--- src/rtl/seq_pkg.sv ---
// seq_pkg: shared state encoding and default sizes for the instruction sequencer
package seq_pkg;
   typedef enum logic [1:0] {LOAD, RUN, HALT} seq_state_t;
   localparam int WIDTH_DEF = 10;
   localparam int DEPTH_DEF = 16;
   localparam int AW_DEF = 4;
   localparam logic [WIDTH_DEF-1:0] HALT_WORD_DEF = 10'h000;
endpackage

--- src/rtl/instr_sequencer_prog_mem.sv ---
// prog_mem: DEPTH x WIDTH program store, synchronous write, asynchronous read
//   clk          write clock
//   we/waddr/wdata  write port, sampled on rising clk
//   raddr/rdata  combinational read port
module prog_mem #(
   parameter int WIDTH = seq_pkg::WIDTH_DEF,
   parameter int DEPTH = seq_pkg::DEPTH_DEF,
   parameter int AW = seq_pkg::AW_DEF
) (
   input  logic             clk,
   input  logic             we,
   input  logic [AW-1:0]    waddr,
   input  logic [WIDTH-1:0] wdata,
   input  logic [AW-1:0]    raddr,
   output logic [WIDTH-1:0] rdata
);
   logic [WIDTH-1:0] mem [DEPTH];
   always_ff @(posedge clk)
      if (we) mem[waddr] <= wdata;
   assign rdata = mem[raddr];
endmodule

--- src/rtl/instr_sequencer.sv ---
// instr_sequencer: loads a program from the switches, then feeds it word by word to the datapath D input
//   CLKb      step clock, RST async active-high reset
//   MODE      0 = load, 1 = run; SW/WR switch word and write strobe
//   IR_TAKE / EXT_TAKE  controller consumed the current word
//   D_OUT     word to datapath; PC read pointer; LEN words loaded; FULL LEN==DEPTH
//   HALTED    program exhausted; TAKE_ERR sticky double-take flag
module instr_sequencer
   import seq_pkg::*;
#(
   parameter int WIDTH = WIDTH_DEF,
   parameter int DEPTH = DEPTH_DEF,
   parameter int AW = AW_DEF,
   parameter logic [WIDTH-1:0] HALT_WORD = HALT_WORD_DEF
) (
   input  logic             CLKb,
   input  logic             RST,
   input  logic             MODE,
   input  logic [WIDTH-1:0] SW,
   input  logic             WR,
   input  logic             IR_TAKE,
   input  logic             EXT_TAKE,
   output logic [WIDTH-1:0] D_OUT,
   output logic [AW-1:0]    PC,
   output logic [AW:0]      LEN,
   output logic             FULL,
   output logic             HALTED,
   output logic             TAKE_ERR
);
   seq_state_t state_q, state_d;
   logic [AW-1:0] pc_q, pc_d;
   logic [AW:0] len_q, len_d;
   logic err_q, err_d;
   logic we;
   logic [WIDTH-1:0] rdata;
   logic take, last;

   prog_mem #(.WIDTH(WIDTH), .DEPTH(DEPTH), .AW(AW)) u_mem (
      .clk(CLKb),
      .we(we),
      .waddr(len_q[AW-1:0]),
      .wdata(SW),
      .raddr(pc_q),
      .rdata(rdata)
   );

   assign take = IR_TAKE | EXT_TAKE;
   // the word under PC is the final loaded one
   assign last = ({1'b0, pc_q} + (AW+1)'(1)) == len_q;
   assign FULL = len_q == (AW+1)'(DEPTH);

   always_ff @(posedge CLKb or posedge RST)
      if (RST) begin
         state_q <= LOAD;
         pc_q <= '0;
         len_q <= '0;
         err_q <= 1'b0;
      end else begin
         state_q <= state_d;
         pc_q <= pc_d;
         len_q <= len_d;
         err_q <= err_d;
      end

   always_comb begin
      state_d = state_q;
      pc_d = pc_q;
      len_d = len_q;
      err_d = err_q;
      we = 1'b0;
      case (state_q)
         LOAD:
            if (MODE) begin
               pc_d = '0;
               state_d = (len_q != '0) ? RUN : HALT;
            end else if (WR && !FULL) begin
               we = 1'b1;
               len_d = len_q + (AW+1)'(1);
            end
         RUN:
            if (!MODE) begin
               state_d = LOAD;
               pc_d = '0;
               len_d = '0;
               err_d = 1'b0;
            end else if (take) begin
               err_d = err_q | (IR_TAKE & EXT_TAKE);
               if (last) state_d = HALT;
               else pc_d = pc_q + AW'(1);
            end
         default:
            if (!MODE) begin
               state_d = LOAD;
               pc_d = '0;
               len_d = '0;
               err_d = 1'b0;
            end
      endcase
   end

   assign D_OUT = (state_q == LOAD) ? SW : (state_q == RUN) ? rdata : HALT_WORD;
   assign PC = pc_q;
   assign LEN = len_q;
   assign HALTED = state_q == HALT;
   assign TAKE_ERR = err_q;
endmodule

--- config.mk ---
export PLATFORM = sky130hd
export DESIGN_NAME = instr_sequencer
export DESIGN_NICKNAME = d
export VERILOG_FILES = /design/src/rtl/seq_pkg.sv /design/src/rtl/instr_sequencer_prog_mem.sv /design/src/rtl/instr_sequencer.sv
export SDC_FILE = /design/constraint.sdc
export NUM_CORES = 1
export LEC_CHECK = 0
export CAP_MARGIN = 30
export CORE_MARGIN = 1.5
export CORE_UTILIZATION = 40
export CTS_CLUSTER_SIZE = 12
export DETAILED_ROUTE_END_ITERATION = 7
export GPL_ROUTABILITY_DRIVEN = 1
export GPL_TIMING_DRIVEN = 0
export HOLD_SLACK_MARGIN = 0.03
export PLACE_DENSITY_LB_ADDON = 0.12
export SKIP_CTS_REPAIR_TIMING = 1
export SLEW_MARGIN = 40
export SYNTH_ARGS = -nofsm -noshare
export SYNTH_HDL_FRONTEND = slang
export SYNTH_SLANG_ARGS = --single-unit
--- constraint.sdc ---
create_clock -name CLKb -period 6.9 [get_ports CLKb]
set_input_delay 1.035 -clock CLKb [delete_from_list [all_inputs] [get_ports CLKb]]
set_output_delay 1.035 -clock CLKb [all_outputs]
set_load 0.1 [all_outputs]
==> impl_metrics.json, run 1 <==
{
  "status": "finished, final reports clean",
  "ir_worst_vdd_mv": 0.183,
  "layout_common_cells": "160 x edfxtp_1, 40 x mux4_2, 30 x buf_2",
  "die_w_um": 136,
  "fin_nets": 465,
  "drtIter0Drc": 320,
  "cts_tree": "built",
  "grt_pass1_vias": 3826,
  "synthAdderAreaFrac_pct": 0.882,
  "fmax_mhz": 247,
  "cp.required_ps": 5860,
  "grt_max_degree": 18,
  "die_y_um": 136,
  "cts_sinks": 172,
  "ant_nets": 0,
  "routed_wl_um": 15600,
  "utilization_pct": 47.2,
  "cap_violations": 0,
  "final.setup_skew_ps": 9.48,
  "period_minus_slack_ps": 4050,
  "coreArea_um2": 17300,
  "hold_path_class": "reg -> reg",
  "finalNonFillerCells": 680,
  "avgRoutedWirePerCell_um": 22.9,
  "dieArea_um2": 18500,
  "crit_path_start_kind": "flip-flop",
  "synth_flop_cell": "edfxtp_1",
  "ys_types": 44,
  "place.gp.congestion": 0.826,
  "syn_to_final_growth_pct": 15.1,
  "vias_per_cell": 5.42,
  "cp-endpoint": "D_OUT[1]",
  "cts_root_buffer": "clkbuf_16",
  "mostFrequentLayoutCell": "edfxtp_1",
  "hold_violations": 0,
  "hold_ws_ps": 535,
  "synth.mux.area_fraction_pct": 15.7,
  "worst-setup-path-type": "reg -> out",
  "p_leak_nw": 2.68,
  "cts.htree.levels": 4,
  "setup_tns_ps": 0,
  "clk_pin_slew_ps": 60,
  "synth_area_um2": 7090,
  "synth_nets": 407,
  "ys_warn_count": 0,
  "startpoint": "PC[1]$_DFFE_PP0P_",
  "vias": 3688,
  "ys_top_cells_by_area": "edfxtp_1 68%, mux4_2 13%, dfrtp_1 4.2%, mux2i_1 2.8%, and2_1 1.1%",
  "async_flop_share_pct": 6.98,
  "synth_xor_area_share_pct": 0.618,
  "worstSkewPairLatency_ps": 420,
  "ios": 38,
  "r2r_start": "LEN[0]$_DFFE_PP0P_",
  "syn_inst": 386,
  "rr_endpoint": "u_mem.mem[2][0]$_DFFE_PP_",
  "rsz0062_at_grt": "no",
  "tightest_slew_ps": 835,
  "dp_hpwl_um": 10000,
  "end_kind": "output port",
  "synth_simple_gate_area_share_pct": 4.76,
  "synth-compound-area-share_pct": 4.45,
  "avgSynthCellArea_um2": 18.4,
  "synth_area_leader_cell": "edfxtp_1",
  "regToRegSetupSlack_ps": 4180,
  "grt_pass1_wl_um": 23500,
  "overflow": 0,
  "synth_edf_count": 160,
  "r2r_cells": 5,
  "synth_top_family_by_area": "multiplexers",
  "synth_top_area_share_pct": 67.7,
  "period_share_pct": 58.7,
  "clockBufferDepth": 2,
  "io_buffers": 37,
  "grtUsageTotal_pct": 18.1,
  "timing.slew.headroom_pct": 44.4,
  "crit_arrival_ps": 3020,
  "ys_seq_area_share_pct": 72.0,
  "drcViolationCount": 0,
  "core.rowCount": 48,
  "cts-buffers-inserted": 17,
  "grt_antenna_before_repair": 0,
  "dp_cells": 650,
  "drv_slew": 0,
  "diodes": 0,
  "setup_viol": 0,
  "firstDrtPassIters": 5,
  "report.power.total_mw": 2.83,
  "cp_max_fo": 10,
  "yosys_register_bits": 172,
  "power.density_nw_per_um2": 347,
  "drive_above_1_share_pct": 22.6,
  "initial_utilization_pct": 41.0
}
## cell type report
| class | count | area (µm²) |
|---|---|---|
| timing repair buffer | 39 | 270 |
| buffer | 20 | 87.6 |
| inverter | 8 | 30.0 |
| fill | 1513 | 9140 |
| clock inverter | 10 | 70.1 |
| tap | 225 | 282 |
| clock buffer | 20 | 437 |
| sequential | 172 | 5100 |
| multi-input combinational | 186 | 1880 |
## kinds of logic after synthesis
kind of cell / count (synthesis)
mux: 61
xor+xnor: 5
simple gates: 66
flops: 172
buf+inv: 28
compound gates: 49
fa+ha+maj: 5
## flip-flops by register name, indices dropped and copies added (netlist names)
name / cells
state_q: 2
LEN: 5
TAKE_ERR: 1
PC: 4
u_mem.mem: 160
## critical path, cell delays in order, from the launching register on
cell and delay [ps]:
dfrtp_1 380, clkbuf_1 250, clkbuf_1 670, mux4_2 410, mux2i_1 230, nor2_1 80
a21oi_1 130, o21ai_1 120, buf_2 320
## metrics by stage
step / setup WS (ps) / area (µm²)
finish: 2850 / 8160
global route: 2750 / 8160
CTS: 2800 / 8160
detailed placement: 3130 / 7650
global placement: 2220 / 7740
floorplan: 2640 / 7090
## cells in the mapped netlist (2+ instances only)
library cell  instances
and2_1               12
o31ai_1               2
xnor2_1               3
o21ai_1              14
xor2_1                2
a21oi_1              14
nor3_1                2
nand2_1              13
nand4_1               3
nor2b_1               5
a211o_1               2
clkbuf_1             13
ha_1                  5
o22ai_1               2
dfrtp_1              12
and3_1                4
edfxtp_1            160
nor2_1               19
buf_2                 5
nand3_1               2
mux4_2               40
inv_1                 8
mux2i_1              20
a21o_1                4
## worst min-delay path by stage
stage / startpoint / slack, ps / cells after the start / endpoint
CTS: TAKE_ERR$_DFFE_PP0P_ / 540 / 2 / TAKE_ERR$_DFFE_PP0P_
floorplan: state_q[1]$_DFFE_PP0P_ / 540 / 1 / TAKE_ERR$_DFFE_PP0P_
global route: TAKE_ERR$_DFFE_PP0P_ / 600 / 2 / TAKE_ERR$_DFFE_PP0P_
finish: TAKE_ERR$_DFFE_PP0P_ / 530 / 2 / TAKE_ERR$_DFFE_PP0P_
global placement: TAKE_ERR$_DFFE_PP0P_ / 490 / 2 / TAKE_ERR$_DFFE_PP0P_
detailed placement: TAKE_ERR$_DFFE_PP0P_ / 530 / 2 / TAKE_ERR$_DFFE_PP0P_
## report_power, final
group | switching [mW] | total [mW] | internal (mW)
Sequential | 0.0272 | 1.21 | 1.18
Combinational | 0.595 | 0.798 | 0.203
Clock | 0.374 | 0.830 | 0.456
Total | 0.996 | 2.83 | 1.84
## layer usage
metal	GRT usage [%]	vias up	part of all wire [%]
met4	5.67	0	1.3
met2	29.8	72	51
li1	-	1652	-
met3	3.28	15	3.1
met5	0	-	0
met1	24.7	1949	44
No activity file was read; power rests on OpenSTA's default activity.
==> inputs of run 2 (changes only) <==
Clock period 6.9 ns to 4.2 ns, I/O delays scaled along.
==> results of run 2 <==
Same layout as run 1 (identical final DEF). Status: finished, final reports clean.
Among the figures that moved: setup slack after placement 3130 ps -> 963 ps; setup slack after layout 2850 ps -> 554 ps; register-to-register setup slack 4180 ps -> 1480 ps; total power 2.83 mW -> 4.65 mW; worst IR drop on VDD 0.183 mV -> 0.301 mV
==> RTL change 1: new RTL, settings of run 2 <==
`WIDTH_DEF`: 10 -> 14.
--- a/src/rtl/seq_pkg.sv
+++ b/src/rtl/seq_pkg.sv
@@ -1,7 +1,7 @@
 // seq_pkg: shared state encoding and default sizes for the instruction sequencer
 package seq_pkg;
    typedef enum logic [1:0] {LOAD, RUN, HALT} seq_state_t;
-   localparam int WIDTH_DEF = 10;
+   localparam int WIDTH_DEF = 14;
    localparam int DEPTH_DEF = 16;
    localparam int AW_DEF = 4;
    localparam logic [WIDTH_DEF-1:0] HALT_WORD_DEF = 10'h000;
Interface: changed (resized D_OUT and SW); port bits go from 38 to 46. No check against the original RTL was run, so the function may have changed too.
==> RTL change 1 against run 2 <==
Routed wire length is 48% higher; synthesized area is 34% higher; design area is 40% higher; highest routed layer unchanged; largest cell class unchanged; combinational power is 32% higher; setup slack worse by 0.25 ns; sequential cell count is 64 higher; total power is 40% higher; critical path type unchanged; synthesized cell count is 26% higher.
==> RTL change 1: results (changes against run 2) <==
layout cells sized above 1 28.69% (was 22.64%); number of global-route vias before repair 5161 (was 3826); crit path max-delay cell type buf_1 (was clkbuf_1); top cells by count, synth 224 x edfxtp_1, 56 x mux4_2, 30 x nor2_1 (was 160 x edfxtp_1, 40 x mux4_2, 20 x mux2i_1); initial antenna violation count 1 (was 0); CTS Buffer Depth 3 (was 2); Layout fillers 1970 (was 1513); largest net degree at the start of global routing 18 (unchanged); count of non-filler cells in the finished layout 915 (was 680); CTS buffer count 26 (was 17); 1st-iter DRT viols 379 (was 320); Clock Skew 0.01493 ns (was 0.009480 ns); Seq/Total Area, Yosys 73.86% (was 71.98%); GRT Util Overall 19.61% (was 18.13%); 1st-pass router iterations 4 (was 5); Clock Latency Late Sink 0.52 ns (was 0.42 ns); DP Wirelength 15110 µm (was 10010 µm); dpl cells 868 (was 650); Largest register FFs 224 (was 160); DR WL/cell 25.23 µm (was 22.89 µm); most flop-heavy register u_mem.mem (unchanged); P_leak 3.693 nW (was 2.675 nW); Port-buffer cells 44 (was 37); Via density 5.319 (was 5.424); H-Tree Level Count 1 (was 4); HP Class primary input to async pin (was register to register); status finished, final reports clean (unchanged); EDFF count, synth 224 (was 160); Mapped Cells 485 (was 386); Synth area leaders edfxtp_1 71%, mux4_2 13%, dfrtp_1 3.2% (was edfxtp_1 68%, mux4_2 13%, dfrtp_1 4.2%); Slew @ Worst Pin 0.8572 ns (was 0.8347 ns); first-pass GRT wire length 34060 µm (was 23500 µm); Worst VDD drop 0.0003031 V (was 0.0003007 V); Net Switching 2.199 mW (was 1.637 mW); Unique masters post-synth 40 (was 44); dpl ws 0.7800 ns (was 0.9631 ns); gpl congestion 0.7777 (was 0.8257); post-synthesis async set-or-reset flop share 5.085% (was 6.977%); worst path arrival time 3.27 ns (was 3.02 ns); syn_nets 510 (was 407); Final Net Count 602 (was 465)
[RTL change 1: layout make-up]
cell class              instances  share of cell area [%]
flip-flops and latches        236                   61.37
multi-input cells             216                   21.34
repair buffers                 64                   5.573
inverters                       6                  0.1967
plain buffers                  27                   1.169
clock inverters                11                  0.6666
well taps                     319                   3.486
clock buffers                  36                   6.196
[RTL change 1: power by group through the flow]
stage | Combinational, mW | Sequential (mW) | Clock (mW)
2_1_floorplan | 1.21 | 2.86 | 0
3_3_place_gp | 1.81 | 2.74 | 0
3_5_place_dp | 1.75 | 2.74 | 0
4_1_cts | 1.76 | 2.69 | 2.15
5_1_grt | 1.83 | 2.70 | 2.24
6_report | 1.73 | 2.69 | 2.10
[RTL change 1: path summary, 6_finish.rpt]
check,end,slack [ns],cells past startpoint
worst max-delay path,D_OUT[12],0.30,8
worst max register to register,u_mem.mem[1][6],1.42,8
worst min-delay path,TAKE_ERR,0.43,2
min in group CLKb,state_q[1],0.49,2
max in group asynchronous,PC[1],3.43,2
worst min register to register,TAKE_ERR,0.52,2
[RTL change 1: cell families after synthesis]
group	synth area share, %
AO/OA/AOI/OAI	3.248
XOR/XNOR	0.6971
adder cells (fa/ha/maj)	0.6575
buffers and inverters	1.578
flip-flops	73.86
multiplexers	16.44
AND/OR/NAND/NOR	3.524
[RTL change 1: through the flow]
stage / util, % / cell area (µm²) / hold slack (ns)
final: 48.93 / 11450 / 0.4345
after floorplan: - / 9514 / 0.4947
after global routing: 48.93 / 11450 / 0.4773
after detailed placement: 45.56 / 10660 / 0.5024
after global placement: 44.24 / 10350 / 0.4945
after CTS: 48.92 / 11450 / 0.4356
[RTL change 1: layer usage]
metal / wire [µm] / global-route usage [%] / part of all wire, % / up-vias
met5: 0 / 0 / 0 / -
li1: - / - / - / 2160
met4: 313 / 4.223 / 1.4 / 0
met1: 9851 / 26.11 / 43 / 2550
met2: 11750 / 34.15 / 51 / 129
met3: 1167 / 3.001 / 5.1 / 28
==> RTL change 2: new RTL, config.mk and constraints of run 2 <==
Without the edit above. Re-encode `seq_state_t` (3 states) as one-hot, 3 bits wide.
--- a/src/rtl/seq_pkg.sv
+++ b/src/rtl/seq_pkg.sv
@@ -1,6 +1,6 @@
 // seq_pkg: shared state encoding and default sizes for the instruction sequencer
 package seq_pkg;
-   typedef enum logic [1:0] {LOAD, RUN, HALT} seq_state_t;
+   typedef enum logic [2:0] {LOAD = 3'b001, RUN = 3'b010, HALT = 3'b100} seq_state_t;
    localparam int WIDTH_DEF = 10;
    localparam int DEPTH_DEF = 16;
    localparam int AW_DEF = 4;
Check against the original RTL: no difference found for any inputs over 10 cycles, from zero or initial values and one cycle with RST high; not proved beyond that.
==> RTL change 2 against run 2 <==
Clock power rose by 5%; design area rose by 1.4%; utilization rose by 0.33 points; sequential cell count rose by 1; total power fell by 9.5%; setup slack got worse by 0.093 ns; routed wire length fell by 4.0%; sequential share of layout area fell by 0.54 points; global-route usage fell by 0.82 points; synthesized area rose by 1.1%; critical path type unchanged; critical endpoint is now D_OUT[9]; largest cell class unchanged.
==> RTL change 2: results (changes against run 2) <==
status finished, final reports clean (unchanged); post-synthesis async set-or-reset flop share 7.514% (was 6.977%); worst path arrival time 3.11 ns (was 3.02 ns); first-pass GRT wire length 22430 µm (was 23500 µm); M1 WL 7103 µm (was 6895 µm); Mapped Area 7172 µm² (was 7092 µm²); sequential share of cell area 62.00% (was 62.55%); Via density 5.477 (was 5.424); 1st-iter DRT viols 479 (was 320); DP Wirelength 10080 µm (was 10010 µm); Post-Place Cell Area 7736 µm² (was 7655 µm²); sequential cells 173 (was 172); via count 3571 (was 3688); clock tree root driver cell clkbuf_16 (unchanged); met2 Use GR 25.57% (was 29.83%); GRT Util Overall 17.31% (was 18.13%); dpl ws 0.8501 ns (was 0.9631 ns); Port-buffer cells 36 (was 37); Non-Clock Inverter Count 11 (was 8); final instance area 8275 µm² (was 8162 µm²); gpl congestion 0.7512 (was 0.8257); multi-input gates 153 (was 186); Unique masters post-synth 48 (was 44); layout cells sized above 1 26.00% (was 22.64%); met3 wire length 679 µm (was 480 µm); met3 usage 3.593% (was 3.281%); Rel. slew slack 47.34% (was 44.35%); met2 WL 6982 µm (was 7992 µm); Buffers excl. clock 58 (was 59); dpl cells 620 (was 650); syn_nets 377 (was 407); post-synthesis area per instance 20.15 µm² (was 18.37 µm²); Seq/Total Area, Yosys 71.55% (was 71.98%); Worst VDD drop 0.0002838 V (was 0.0003007 V); top cells by count, synth 160 x edfxtp_1, 38 x mux4_2, 12 x dfrtp_1, 12 x mux4_1, 12 x nor2_1 (was 160 x edfxtp_1, 40 x mux4_2, 20 x mux2i_1); Clock Skew 0.007493 ns (was 0.009480 ns); clkbuf count 18 (was 20); Synth area leaders edfxtp_1 67%, mux4_2 12%, mux4_1 4.4% (was edfxtp_1 68%, mux4_2 13%, dfrtp_1 4.2%)
==> RTL change 2: changes by cell type after synthesis, moves of 3 or more <==
| cell | before | now |
|---|---|---|
| mux2i_1 | 20 | 1 |
| o21ai_1 | 14 | 0 |
| a21oi_1 | 14 | 2 |
| mux4_1 | 0 | 12 |
| a22o_1 | 1 | 11 |
| nor2_1 | 19 | 12 |
| nand2_1 | 13 | 8 |
| buf_6 | 0 | 4 |
| o21ai_0 | 1 | 5 |
| and2_1 | 12 | 9 |
| inv_1 | 8 | 11 |
| nor2b_1 | 5 | 2 |
==> RTL change 2: kinds of logic (layout without fill, tap and decap cells) <==
family          Yosys count  after routing  synth area share, %
mux                      52             52                16.63
compound gates           35             35                3.768
simple gates             56             56                4.379
buf+inv                  30            101                2.198
fa+ha+maj                 5              5               0.8723
flops                   173            173                71.55
xor+xnor                  5              5               0.6107
==> RTL change 2: worst paths after layout <==
kind	start	to	slack, ns	cells after the start
setup / recovery	PC[1]	D_OUT[9]	0.46	6
hold / removal	TAKE_ERR	TAKE_ERR	0.50	2
setup reg to reg	state_q[0]	u_mem.mem[8][1]	1.05	5
hold reg to reg	TAKE_ERR	TAKE_ERR	0.50	2
max in group asynchronous	RST	state_q[0]	3.28	2
min in group asynchronous	RST	PC[3]	0.55	2
==> RTL change 2: critical path: stages (launching register included) <==
cell	delay (ns)
dfrtp_1	0.38
clkbuf_1	0.23
clkbuf_1	0.64
mux4_2	0.45
mux4_2	0.48
a22o_1	0.22
buf_2	0.29
==> RTL change 2: power by group <==
group / total [mW] / internal (mW) / switching, mW
sequential: 1.96 / 1.92 / 0.0373
combinational: 0.819 / 0.207 / 0.613
clock: 1.43 / 0.767 / 0.666
total: 4.21 / 2.90 / 1.32
